`config.mk`:
```
export PLATFORM = sky130hd
export DESIGN_NAME = uart_pkt_rx
export DESIGN_NICKNAME = d
export VERILOG_FILES = /design/src/rtl/uart_pkt_rx.sv
export SDC_FILE = /design/constraint.sdc
export NUM_CORES = 1
export LEC_CHECK = 0
export ABC_AREA = 1
export ABC_CLOCK_PERIOD_IN_PS = 3800
export BUFFER_PORTS_ARGS = -buffer_cell sky130_fd_sc_hd__buf_2
export CORE_MARGIN = 5
export CORE_UTILIZATION = 30
export DETAILED_ROUTE_END_ITERATION = 8
export PLACE_DENSITY = 0.48
export SETUP_SLACK_MARGIN = 0.1
export SYNTH_ARGS = -nofsm -noshare
export SYNTH_HDL_FRONTEND = slang
export SYNTH_SLANG_ARGS = --single-unit
```
`constraint.sdc`:
```
create_clock -name sys_clk -period 3.8 [get_ports sys_clk]
set_input_delay 0.38 -clock sys_clk [delete_from_list [all_inputs] [get_ports sys_clk]]
set_output_delay 0.38 -clock sys_clk [all_outputs]
set_load 0.01 [all_outputs]
```
`src/rtl/uart_pkt_rx.sv`:
```
// UART 8N1 byte receiver feeding a framed-packet collector with head/tail,
// optional additive checksum and an inter-byte timeout.
module uart_pkt_rx #(
    parameter int         CLK_FREQ  = 50_000_000,
    parameter int         UART_BPS  = 115200,
    parameter int         FRAME_LEN = 14,
    parameter logic [7:0] HEAD_BYTE = 8'h55,
    parameter logic [7:0] TAIL_BYTE = 8'hAA,
    parameter int         CHK_EN    = 1,
    parameter int         GAP_BITS  = 20
) (
    input  logic                       sys_clk,
    input  logic                       sys_rst_n,
    input  logic                       uart_rxd,
    output logic [7:0]                 byte_data,
    output logic                       byte_valid,
    output logic                       busy,
    output logic                       frame_valid,
    output logic                       frame_err,
    output logic [1:0]                 err_code,
    output logic [(FRAME_LEN-2)*8-1:0] payload
);

    localparam int BPS_CNT = CLK_FREQ / UART_BPS;
    localparam int CNT_W   = $clog2(BPS_CNT + 1);
    localparam int GAP_TC  = GAP_BITS * BPS_CNT;
    localparam int GAP_W   = $clog2(GAP_TC + 1);
    localparam int PW      = (FRAME_LEN - 2) * 8;
    localparam int IDX_W   = $clog2(FRAME_LEN);

    localparam logic [CNT_W-1:0] BIT_HALF = CNT_W'(BPS_CNT / 2);
    localparam logic [CNT_W-1:0] BIT_LAST = CNT_W'(BPS_CNT - 1);
    localparam logic [GAP_W-1:0] GAP_LAST = GAP_W'(GAP_TC - 1);
    localparam logic [IDX_W-1:0] IDX_PRE  = IDX_W'(FRAME_LEN - 2);
    localparam logic [IDX_W-1:0] IDX_SUM  = IDX_W'(FRAME_LEN - 3);

    // ---------------- bit engine ----------------
    logic             rx_s1, rx_s2, rx_d;
    logic             rx_run;
    logic [CNT_W-1:0] bit_cnt;
    logic [3:0]       bit_idx;
    logic [7:0]       shreg;
    logic             stop_err;

    always_ff @(posedge sys_clk or negedge sys_rst_n) begin
        if (!sys_rst_n) begin
            rx_s1      <= 1'b1;
            rx_s2      <= 1'b1;
            rx_d       <= 1'b1;
            rx_run     <= 1'b0;
            bit_cnt    <= '0;
            bit_idx    <= '0;
            shreg      <= '0;
            byte_data  <= '0;
            byte_valid <= 1'b0;
            stop_err   <= 1'b0;
        end else begin
            rx_s1      <= uart_rxd;
            rx_s2      <= rx_s1;
            rx_d       <= rx_s2;
            byte_valid <= 1'b0;
            stop_err   <= 1'b0;
            if (!rx_run) begin
                if (rx_d && !rx_s2) begin
                    rx_run  <= 1'b1;
                    bit_cnt <= '0;
                    bit_idx <= '0;
                end
            end else begin
                if (bit_cnt == BIT_LAST) begin
                    bit_cnt <= '0;
                    bit_idx <= bit_idx + 4'd1;
                end else begin
                    bit_cnt <= bit_cnt + 1'b1;
                end
                if (bit_cnt == BIT_HALF) begin
                    if (bit_idx == 4'd0) begin
                        if (rx_s2) rx_run <= 1'b0;   // glitch, not a real start bit
                    end else if (bit_idx <= 4'd8) begin
                        shreg <= {rx_s2, shreg[7:1]};
                    end else begin
                        // Leave at stop mid-point so a back-to-back start edge is caught.
                        rx_run <= 1'b0;
                        if (rx_s2) begin
                            byte_valid <= 1'b1;
                            byte_data  <= shreg;
                        end else begin
                            stop_err <= 1'b1;
                        end
                    end
                end
            end
        end
    end

    // ---------------- frame FSM ----------------
    typedef enum logic {F_IDLE, F_RECV} fstate_t;

    fstate_t          state, state_nx;
    logic [IDX_W-1:0] idx;
    logic [7:0]       sum;
    logic [PW-1:0]    pay_buf;
    logic [GAP_W-1:0] gap_cnt;
    logic             fv_nx, fe_nx;
    logic [1:0]       ec_nx;
    logic             tail_bad, chk_bad;

    assign busy = (state == F_RECV);

    always_comb begin
        state_nx = state;
        fv_nx    = 1'b0;
        fe_nx    = 1'b0;
        ec_nx    = err_code;
        tail_bad = (byte_data != TAIL_BYTE);
        chk_bad  = (CHK_EN != 0) && (pay_buf[7:0] != sum);
        case (state)
            F_IDLE: begin
                if (byte_valid && byte_data == HEAD_BYTE) state_nx = F_RECV;
            end
            F_RECV: begin
                if (stop_err) begin
                    state_nx = F_IDLE;
                    fe_nx    = 1'b1;
                    ec_nx    = 2'd0;
                end else if (byte_valid) begin
                    // A byte arriving on the terminal gap count wins over the timeout.
                    if (idx == IDX_PRE) begin
                        state_nx = F_IDLE;
                        if (tail_bad) begin
                            fe_nx = 1'b1;
                            ec_nx = 2'd1;
                        end else if (chk_bad) begin
                            fe_nx = 1'b1;
                            ec_nx = 2'd2;
                        end else begin
                            fv_nx = 1'b1;
                        end
                    end
                end else if (gap_cnt == GAP_LAST) begin
                    state_nx = F_IDLE;
                    fe_nx    = 1'b1;
                    ec_nx    = 2'd3;
                end
            end
            default: state_nx = F_IDLE;
        endcase
    end

    always_ff @(posedge sys_clk or negedge sys_rst_n) begin
        if (!sys_rst_n) begin
            state       <= F_IDLE;
            idx         <= '0;
            sum         <= '0;
            pay_buf     <= '0;
            gap_cnt     <= '0;
            frame_valid <= 1'b0;
            frame_err   <= 1'b0;
            err_code    <= 2'd0;
            payload     <= '0;
        end else begin
            state       <= state_nx;
            frame_valid <= fv_nx;
            frame_err   <= fe_nx;
            err_code    <= ec_nx;
            if (fv_nx) payload <= pay_buf;
            if (state == F_IDLE) begin
                idx     <= '0;
                sum     <= '0;
                gap_cnt <= '0;
            end else if (byte_valid) begin
                idx     <= idx + 1'b1;
                gap_cnt <= '0;
                // The tail is checked directly from byte_data and never buffered.
                if (idx != IDX_PRE) pay_buf <= {pay_buf[PW-9:0], byte_data};
                if (idx < IDX_SUM) sum <= sum + byte_data;
            end else begin
                gap_cnt <= gap_cnt + 1'b1;
            end
        end
    end

endmodule
```
# Word level (Yosys, flattened, before mapping)
# Cells that the tools add are included.
# classes
n_mux,53
n_lt_le_gt_ge,2
reduce_logical,12
n_bitwise,3
addsub,5
n_eq_ne,13
# ops
operator,n
$mux W1,33
$mux W14,2
$mux W9,3
$mux W8,3
$mux W4,5
$add A14 B1 Y14 const B,1
$eq A14 B14 Y1 const B,1
$mux W2,6
$add A9 B1 Y9 const B,1
$eq A9 B8 Y1 const B,1
$eq A9 B9 Y1 const B,1
$add A4 B1 Y4 const B,2
$add A8 B8 Y8,1
$eq A8 B7 Y1 const B,1
$ne A8 B8 Y1,1
$ne A8 B8 Y1 const B,1
$reduce_and A4 Y1,2
$reduce_and A5 Y1,1
$eq A4 B4 Y1 const B,1
$le A4 B4 Y1 const B,1
$logic_not A4 Y1,1
$lt A4 B4 Y1 const B,1
$ne A2 B1 Y1 const B,2
$ne A4 B1 Y1 const B,1
other kinds (11),15
# word_totals
register_bits,258
output_inout_bits,110
elab_cells,107
input_bits,3

# Longest topological paths before layout
# Gate-level depths: netlist of run 1.
# logic_depth
ltp_word,7
depth_mapped,11
depth_no_buf,10

# Worst setup path before layout of run 1
# Ideal clock, no wire load.
# synth_timing
kind,flip-flop to flip-flop
from,register idx[0]
to,register pay_buf[58]
setup_ns,0.125
path_slack_ns,2.101
required_ns,3.675
path_stages_with_launch,8
arrival_time_ns,1.574
n_path_buf,2
period_less_slack_ns,1.699
path_cell_list,dfrtp_1 -> inv_1 -> ha_1 -> nand3_1 -> nand2_1 -> buf_2 -> buf_2 -> mux2_2
# synth_via
elab_chain_len,2
# synth_lines
item,line,rtl
start: declaration,100,logic [IDX_W-1:0] idx;
start signal: assignment,172,idx <= idx + 1'b1;
$ne A4 B4 Y1,175,"if (idx != IDX_PRE) pay_buf <= {pay_buf[PW-9:0], byte_data};"
$reduce_and A3 Y1 (no line),-,
end signal: assignment,175,
end: declaration,102,logic [PW-1:0] pay_buf;
# Every way passes these cells.
# A chain may end at the register's enable or synchronous reset.

# Final worst setup path of run 1
# layout_timing
from,register byte_valid
to,register err_code[0]
# layout_via
elab_chain_len,2
elab_cells_between_ends,6
classes_between,eq/ne (2); mux (2); reduce/logical (2)
# layout_lines
item,line,rtl
start: declaration,16,"output logic byte_valid,"
start signal: assignment,55,byte_valid <= 1'b0;
start signal: assignment,61,byte_valid <= 1'b0;
start signal: assignment,85,byte_valid <= 1'b1;
"$ne A4 B1 Y1 (no line), or another cell as far along",-,
$reduce_and A4 Y1 (no line) / $mux W2 (equally long branches),-,
end signal: assignment,165,err_code <= ec_nx;
end: declaration,20,"output logic [1:0] err_code,"
# Parallel ways exist; a longest one is shown, timed or not.

==> results.json, run 1 <==
{
  "yosysSeqAreaShare": 0.588,
  "hold_violations": 0,
  "cp_top_family": "simple AND/OR/NAND/NOR gates",
  "max_slew.worst_pin.slew_ns": 1.07,
  "start_util": 0.302,
  "synth_seq_cells": 258,
  "port_buffers": 112,
  "synth_edf_count": 0,
  "finalMaxSlewViolations": 0,
  "critical_path_buf_inv_count": 2,
  "start_kind": "register",
  "vias_per_cell": 4.64,
  "drtIter0Drc": 435,
  "endpoint_kind": "register",
  "fillerInstances": 3675,
  "rrSetupSlack_ns": 1.33,
  "maxCapViolCount": 0,
  "antenna_cells": 0,
  "pwr-share-clk": 0.493,
  "final.min_clock_period_ns": 2.47,
  "grt_pass1_wl_um": 45100,
  "core_um2": 36300,
  "place.gp.congestion": 0.786,
  "cts_root_buffer": "clkbuf_16",
  "synth_common_cells": "nand2_1 (332), dfrtp_1 (255), nand4_1 (100)",
  "clock_sinks": 258,
  "vdd_ir_drop_max_mv": 0.302,
  "clockBufferDepth": 3,
  "crit_chain": "inv_2 > nor2_1 > nand3_1 > nor2_4 > buf_4 > nand3_1 > nand2_1 > nand2_1 > nand2_1",
  "max_stage_delay_ns": 0.78,
  "finalSetupTns_ns": 0,
  "htreeDepth": 1,
  "combPwrFrac": 0.037,
  "postSynthCellCount": 1118,
  "netlist_area_um2": 11000,
  "cpMaxStageDelayCell": "buf_4",
  "die_h_um": 201,
  "power.density_nw_per_um2": 463,
  "synth_top_area_share": 0.581,
  "synth_top_area_cell": "dfrtp_1",
  "fin_total_pwr_mw": 6.03,
  "fp-row-count": 70,
  "ys.flop_type": "dfrtp_1",
  "synth.area.top_cells": "dfrtp_1 (58%), nand2_1 (11%), mux2_2 (8.1%), nand4_1 (5.7%), inv_1 (2.7%)",
  "internal-power_mw": 4.70,
  "seqPwrFrac": 0.470,
  "grt_pass1_vias": 7902,
  "required_ns": 4.29,
  "cts_tree": "yes",
  "cts_resized": 0,
  "multi_input_comb_area_um2": 3960,
  "wl_um": 27300,
  "grt_antenna_before_repair": 0,
  "path_common_cell": "nand2_1",
  "async_flop_share": 1.00,
  "area_growth_pct": 18.7,
  "fmax_mhz": 405,
  "power_switching_mw": 1.34,
  "min-delay-path-class": "register to register",
  "wl_per_cell_um": 16.0,
  "grt_start_max_net_pins": 98,
  "path_class": "register to register",
  "layout-drive-gt1-share": 0.211,
  "yosys_warnings": 0,
  "finalNonFillerCells": 1707,
  "ys_types": 35,
  "fin_nets": 1234,
  "synth.most_common_cell": "nand2_1",
  "overflow": 0,
  "place_inst": 1651,
  "hpwl_um": 17900,
  "relSlewSlack": 0.284,
  "grt_usage": 0.133,
  "vias": 7928,
  "firstDrtPassIters": 5,
  "rsz0062_at_grt": "false",
  "fp.dieW_um": 201,
  "clk_latency_ns": 0.55,
  "cp_max_fo": 97,
  "syn_nets": 1136,
  "arrival_ns": 2.96,
  "drt.antenna.violating_nets": 0,
  "die_area_um2": 40500,
  "drcViolationCount": 0,
  "p_sw_frac": 0.222,
  "io_pins": 113,
  "fin_skew_ns": 0.0112,
  "clk_transition_reported_paths_ns": 0.06,
  "min_period_over_period": 0.650,
  "finalSetupViolations": 0,
  "cts_buffers": 29,
  "p_leak_nw": 6.94,
  "syn_avg_cell_area_um2": 9.83,
  "status": "finished, final reports clean",
  "seqCellArea_um2": 6460
}
worst paths after layout:
path | from | to | cells after the start
max in group asynchronous | sys_rst_n | pay_buf[88] | 3
worst min register to register | rx_s1 | rx_s2 | 0
worst max-delay path | byte_valid | err_code[0] | 9
worst min-delay path | rx_s1 | rx_s2 | 0
worst max register to register | byte_valid | err_code[0] | 9
min in group asynchronous | sys_rst_n | payload[87] | 2
power groups by stage:
stage,registers (mW),clock network [mW],logic (mW)
after global routing,2.84,3.18,0.266
after floorplan,2.87,0,0.137
after CTS,2.84,3.08,0.233
after detailed placement,2.88,0,0.230
after global placement,2.89,0,0.227
final,2.84,2.97,0.225
registers in the layout, summed over array words and instances (netlist names):
name / cells
rx_run: 1
idx: 4
shreg: 8
err_code: 2
pay_buf: 96
byte_valid: 1
bit_idx: 4
rx_s1: 1
byte_data: 8
sum: 8
gap_cnt: 14
frame_valid: 1
rx_d: 1
bit_cnt: 9
busy: 1
rx_s2: 1
frame_err: 1
payload: 96
stop_err: 1
cell families after synthesis:
kind of cell,share of synthesized area
AOI/OAI and AO/OA,0.0439
adders and majority gates,0.0178
and+or+nand+nor,0.210
buffers and inverters,0.0538
muxes,0.0810
xor gates and xnor gates,0.00558
DFF,0.588
layout make-up:
| cell class | instances | share of cell area |
|---|---|---|
| sequential | 258 | 0.495 |
| timing repair buffer | 123 | 0.0524 |
| clock buffer | 43 | 0.0658 |
| clock inverter | 11 | 0.0132 |
| inverter | 85 | 0.0245 |
| multi-input combinational | 719 | 0.304 |
| tap | 468 | 0.0449 |
metal layers:
| layer | share of wire | vias to the layer above | GRT usage |
|---|---|---|---|
| met1 | 0.48 | 3847 | 0.191 |
| met2 | 0.45 | 127 | 0.208 |
| met5 | 0 | - | 0 |
| li1 | - | 3918 | - |
| met3 | 0.050 | 36 | 0.0311 |
| met4 | 0.021 | 0 | 0.0278 |
cells in the final DEF (no fill, tap or decap), types with 3 or more instances in the layout:
master and count:
a21oi_1 18, buf_2 111, buf_4 7, bufinv_16 4, clkbuf_1 6, clkbuf_16 29
clkbuf_8 8, clkinv_2 5, dfrtp_1 255, dfstp_2 3, ha_1 14, inv_1 80
inv_2 4, mux2_2 79, nand2_1 331, nand3_1 30, nand4_1 100, nor2_1 49
nor2_4 3, nor3_1 6, nor4_1 5, o21ai_0 60, o22ai_1 6, xor2_1 5
metrics by stage:
| step | worst slack (ns) | instance area, um^2 | util | hold WS, ns |
|---|---|---|---|---|
| after floorplan | 2.10 | 11000 | - | 0.0844 |
| after global placement | 1.24 | 12000 | 0.330 | 0.347 |
| after detailed placement | 1.23 | 12000 | 0.330 | 0.347 |
| after CTS | 1.23 | 13000 | 0.359 | 0.351 |
| after global routing | 1.03 | 13000 | 0.359 | 0.352 |
| final | 1.33 | 13000 | 0.359 | 0.348 |
timing repair:
action                    CTS  global route
setup buffers               0             0
hold endpoints to repair   76             0
hold buffers                2             0
No activity file was read; power rests on OpenSTA's default activity.
==> run 2, diff against run 1 <==
ABC_CLOCK_PERIOD_IN_PS = 2300   (was 3800)
clock period = 2.3 ns   (was 3.8 ns; I/O delays follow)
==> results.json, run 2 (synthesis gave the netlist of run 1 again) <==
{
  "cts_buffers": 29,
  "start_kind": "register",
  "fillerInstances": 3644,
  "power.density_nw_per_um2": 737,
  "die_area_um2": 40500,
  "fp-row-count": 70,
  "drcViolationCount": 0,
  "wl_per_cell_um": 15.7,
  "die_h_um": 201,
  "layout-drive-gt1-share": 0.213,
  "dp_slack_ns": 0.340,
  "clockBufferDepth": 3,
  "clock_sinks": 258,
  "start_util": 0.302,
  "grt_antenna_before_repair": 0,
  "required_ns": 2.74,
  "maxCapViolCount": 0,
  "cts_tree": "yes",
  "cts_resized": 0,
  "final.min_clock_period_ns": 1.95,
  "hold_violations": 0,
  "r2r_end": "pay_buf[54]",
  "whs_ns": 0.197,
  "grt_pass1_vias": 7937,
  "arrival_ns": 2.39,
  "seqCellArea_um2": 6460,
  "multi_input_comb_area_um2": 3960,
  "area_growth_pct": 20.0,
  "drtIter0Drc": 546,
  "rsz0062_at_grt": "false",
  "port_buffers": 112,
  "rrSetupSlack_ns": 0.35,
  "status": "finished, final reports clean",
  "fin_nets": 1245,
  "p_leak_nw": 7.00,
  "fin_skew_ns": 0.0233,
  "min-delay-path-class": "input port to async pin",
  "critical_path_buf_inv_count": 2,
  "grt_usage": 0.132,
  "overflow": 0,
  "fin_total_pwr_mw": 9.72,
  "firstDrtPassIters": 5,
  "max_slew.worst_pin.slew_ns": 0.497,
  "clk_transition_reported_paths_ns": 0.06,
  "antenna_cells": 0,
  "place.gp.congestion": 0.776,
  "finalMaxSlewViolations": 0,
  "r2r_cells": 6,
  "place_inst": 1662,
  "layout_commonest_cell": "nand2_1",
  "max_stage_delay_ns": 0.41,
  "cpMaxStageDelayCell": "dfrtp_1",
  "drt.antenna.violating_nets": 0,
  "endpoint_kind": "register",
  "layout_setup_ws_ns": 0.348,
  "htreeDepth": 1,
  "wl_um": 26900,
  "finalSetupViolations": 0,
  "cts_root_buffer": "clkbuf_16",
  "relSlewSlack": 0.667,
  "path_class": "register to register",
  "fmax_mhz": 512,
  "rr_startpoint": "idx[0]",
  "vias": 8009,
  "min_period_over_period": 0.849,
  "finalNonFillerCells": 1717,
  "core_um2": 36300,
  "cp_max_fo": 29,
  "cp_top_family": "simple AND/OR/NAND/NOR gates",
  "crit_chain": "inv_1 > ha_1 > nand3_1 > nand2_4 > buf_12 > mux2_2",
  "reg_top3": "pay_buf (96), payload (96), gap_cnt (14)",
  "grt_start_max_net_pins": 74,
  "io_pins": 113,
  "finalSetupTns_ns": 0,
  "vias_per_cell": 4.66,
  "most-common-layout-cells": "nand2_1 (331), dfrtp_1 (255), buf_2 (111)",
  "fp.dieW_um": 201,
  "vdd_ir_drop_max_mv": 0.506,
  "hpwl_um": 18300,
  "grt_pass1_wl_um": 44700,
  "clk_latency_ns": 0.56
}
run 2: changes by cell type in the layout (fill, tap and decap cells not counted), sizes merged:
| cell | change |
|---|---|
| buf | +11 |
| clkbuf | +5 |
| clkinv | -4 |
| bufinv | -2 |
run 2: area by class of cell:
class / instances / area share
Sequential cell: 258 / 0.490
Multi-Input combinational cell: 719 / 0.300
Timing Repair Buffer: 134 / 0.0676
Clock buffer: 48 / 0.0665
Tap cell: 468 / 0.0444
Inverter: 85 / 0.0242
Clock inverter: 5 / 0.00702
run 2: what timing repair did:
item,CTS,global route
hold buffers,2,0
hold endpoints to repair,55,0
setup buffers,0,0
run 2: stage by stage:
step | utilization | area (um^2)
floorplan | - | 11000
global placement | 0.336 | 12200
detailed placement | 0.336 | 12200
CTS | 0.363 | 13200
global route | 0.363 | 13200
finish | 0.363 | 13200
run 2: how the worst max path moves through the flow:
stage	endpoint	from	depth (start not counted)	slack, ns
2_1_floorplan	pay_buf[58]	idx[0]	7	0.60
3_3_place_gp	err_code[0]	byte_valid	9	0.35
3_5_place_dp	pay_buf[71]	idx[0]	6	0.34
4_1_cts	err_code[0]	byte_valid	9	0.33
5_1_grt	shreg[5]	bit_cnt[1]	6	0.18
6_report	pay_buf[54]	idx[0]	6	0.35
run 2: where the power goes:
| part | leakage (nW) | switching, mW | internal, mW |
|---|---|---|---|
| logic | 2.95 | 0.249 | 0.121 |
| registers | 3.58 | 0.0775 | 4.61 |
| clock network | 0.470 | 1.84 | 2.82 |
run 2: metal layers:
metal,share of wire,wire (um),global-route usage,vias up
met3,0.040,1080,0.0237,37
met4,0.021,571,0.0303,0
met1,0.48,13000,0.191,3904
li1,-,-,-,3951
met5,0,0,0,-
met2,0.45,12200,0.206,117
==> run 3, diff against run 2 <==
ABC_CLOCK_PERIOD_IN_PS = 1800   (was 2300)
clock period = 1.8 ns   (was 2.3 ns; I/O delays follow)
==> results.json, run 3 (synthesis gave the netlist of run 1 again) <==
{
  "grt_pass1_wl_um": 47300,
  "antenna_cells": 0,
  "whs_ns": 0.147,
  "internal-power_mw": 9.63,
  "finalMaxSlewViolations": 0,
  "rr_startpoint": "idx[1]",
  "grt_start_max_net_pins": 56,
  "rsz0062_at_grt": "true",
  "clockBufferDepth": 3,
  "p_leak_nw": 7.49,
  "drt.antenna.violating_nets": 0,
  "min-delay-path-class": "input port to async pin",
  "endpoint_kind": "register",
  "cp_max_fo": 18,
  "fmax_mhz": 586,
  "vias_per_cell": 4.70,
  "arrival_ns": 2.17,
  "vias": 8381,
  "fin_skew_ns": 0.0195,
  "power.density_nw_per_um2": 883,
  "place.gp.congestion": 0.815,
  "die_h_um": 201,
  "layout_setup_ws_ns": 0.0938,
  "fp.dieW_um": 201,
  "drcViolationCount": 0,
  "area_growth_pct": 29.5,
  "core_um2": 36300,
  "drtIter0Drc": 431,
  "most-common-layout-cells": "nand2_1 (312), dfrtp_1 (251), buf_2 (111)",
  "io_pins": 113,
  "clock_sinks": 258,
  "max_slew.worst_pin.slew_ns": 0.522,
  "status": "finished, final reports clean",
  "final.min_clock_period_ns": 1.71,
  "reg_top3": "pay_buf (96), payload (96), gap_cnt (14)",
  "fillerInstances": 3612,
  "wl_per_cell_um": 17.4,
  "r2r_cells": 10,
  "fp-row-count": 70,
  "combPwrFrac": 0.043,
  "overflow": 0,
  "finalSetupViolations": 0,
  "clk_transition_reported_paths_ns": 0.06,
  "start_util": 0.302,
  "relSlewSlack": 0.652,
  "wl_um": 31000,
  "firstDrtPassIters": 4,
  "grt_usage": 0.141,
  "p_sw_frac": 0.234,
  "layout-drive-gt1-share": 0.291,
  "r2r_end": "payload[58]",
  "htreeDepth": 1,
  "finalSetupTns_ns": 0,
  "utilization": 0.391,
  "required_ns": 2.27,
  "die_area_um2": 40500,
  "dp_slack_ns": -0.0310,
  "grt_antenna_before_repair": 0,
  "port_buffers": 112,
  "layout_commonest_cell": "nand2_1",
  "pwr-share-clk": 0.479,
  "clk_latency_ns": 0.58,
  "cts_tree": "yes",
  "grt_pass1_vias": 8397,
  "rrSetupSlack_ns": 0.09,
  "crit_start": "idx[1]",
  "seqPwrFrac": 0.478,
  "min_period_over_period": 0.948,
  "cts_buffers": 31,
  "vdd_ir_drop_max_mv": 0.934,
  "fin_nets": 1314,
  "maxCapViolCount": 0,
  "hold_violations": 0,
  "path_class": "register to register",
  "hpwl_um": 19300,
  "power_switching_mw": 2.94,
  "cts_root_buffer": "clkbuf_16",
  "start_kind": "register"
}
run 3: cell types whose count changed in the layout (fill, tap and decap cells not counted), moves of 5 or more:
cell / before / now
nor2_2: 0 / 5
nand2_1: 331 / 312
buf_16: 0 / 6
inv_1: 80 / 74
inv_2: 4 / 10
nor2_1: 49 / 43
nand2_4: 1 / 6
clkbuf_1: 11 / 6
nand2_2: 0 / 14
buf_4: 8 / 49
buf_6: 0 / 5
clkbuf_16: 29 / 40
clkinv_2: 1 / 7
run 3: per-stage QoR:
stage	area [um^2]	power (mW)	std cells
4_1_cts	13700	12.7	1762
3_3_place_gp	12400	6.60	1689
2_1_floorplan	11000	6.35	1118
3_5_place_dp	12400	6.61	1689
6_report	14200	12.6	1785
5_1_grt	14200	13.1	1785
run 3: worst max-delay path, cell delays in order (launching register included):
cell and delay [ns]:
dfrtp_1 0.40, inv_2 0.10, ha_4 0.14, nand3_4 0.11, nor2_4 0.15, buf_12 0.12, nand3_4 0.07, buf_12 0.18
clkbuf_16 0.20, nand2_1 0.07, nand2_1 0.05
run 3: power by group through the flow:
stage | sequential (mW) | clock (mW) | combinational (mW)
final | 6.00 | 6.02 | 0.542
after global routing | 6.01 | 6.44 | 0.632
after CTS | 5.99 | 6.19 | 0.523
after detailed placement | 6.09 | 0 | 0.517
after global placement | 6.09 | 0 | 0.508
after floorplan | 6.07 | 0 | 0.288
run 3: timing repair:
item                                    CTS  global route
gates resized for setup                  14            58
buffers inserted                         13            12
gates cloned                              4            11
endpoints found under the setup margin  182           195
hold endpoints to repair                201             0
hold buffers                              2             0
pin swaps                                 4            11
run 3: worst max path at each step:
stage | end | slack, ns | cells after the start
6_report | payload[58] | 0.09 | 10
2_1_floorplan | pay_buf[58] | 0.10 | 7
4_1_cts | payload[1] | 0.06 | 9
5_1_grt | payload[86] | -0.004 | 11
3_5_place_dp | payload[38] | -0.03 | 8
3_3_place_gp | payload[38] | 0.002 | 8
run 3: final cells by class:
cell class	count	area, um^2	area share
Clock buffer	43	881	0.0619
Inverter	85	319	0.0224
Sequential cell	258	6460	0.455
Timing Repair Buffer	201	1760	0.123
Multi-Input combinational cell	719	4120	0.289
Tap cell	468	586	0.0412
Clock inverter	11	101	0.00713
run 3: per-layer routing:
layer	vias up	share of wire	GRT usage
li1	4092	-	-
met3	33	0.039	0.0259
met2	146	0.48	0.233
met1	4110	0.46	0.196
met4	0	0.017	0.0286
met5	-	0	0
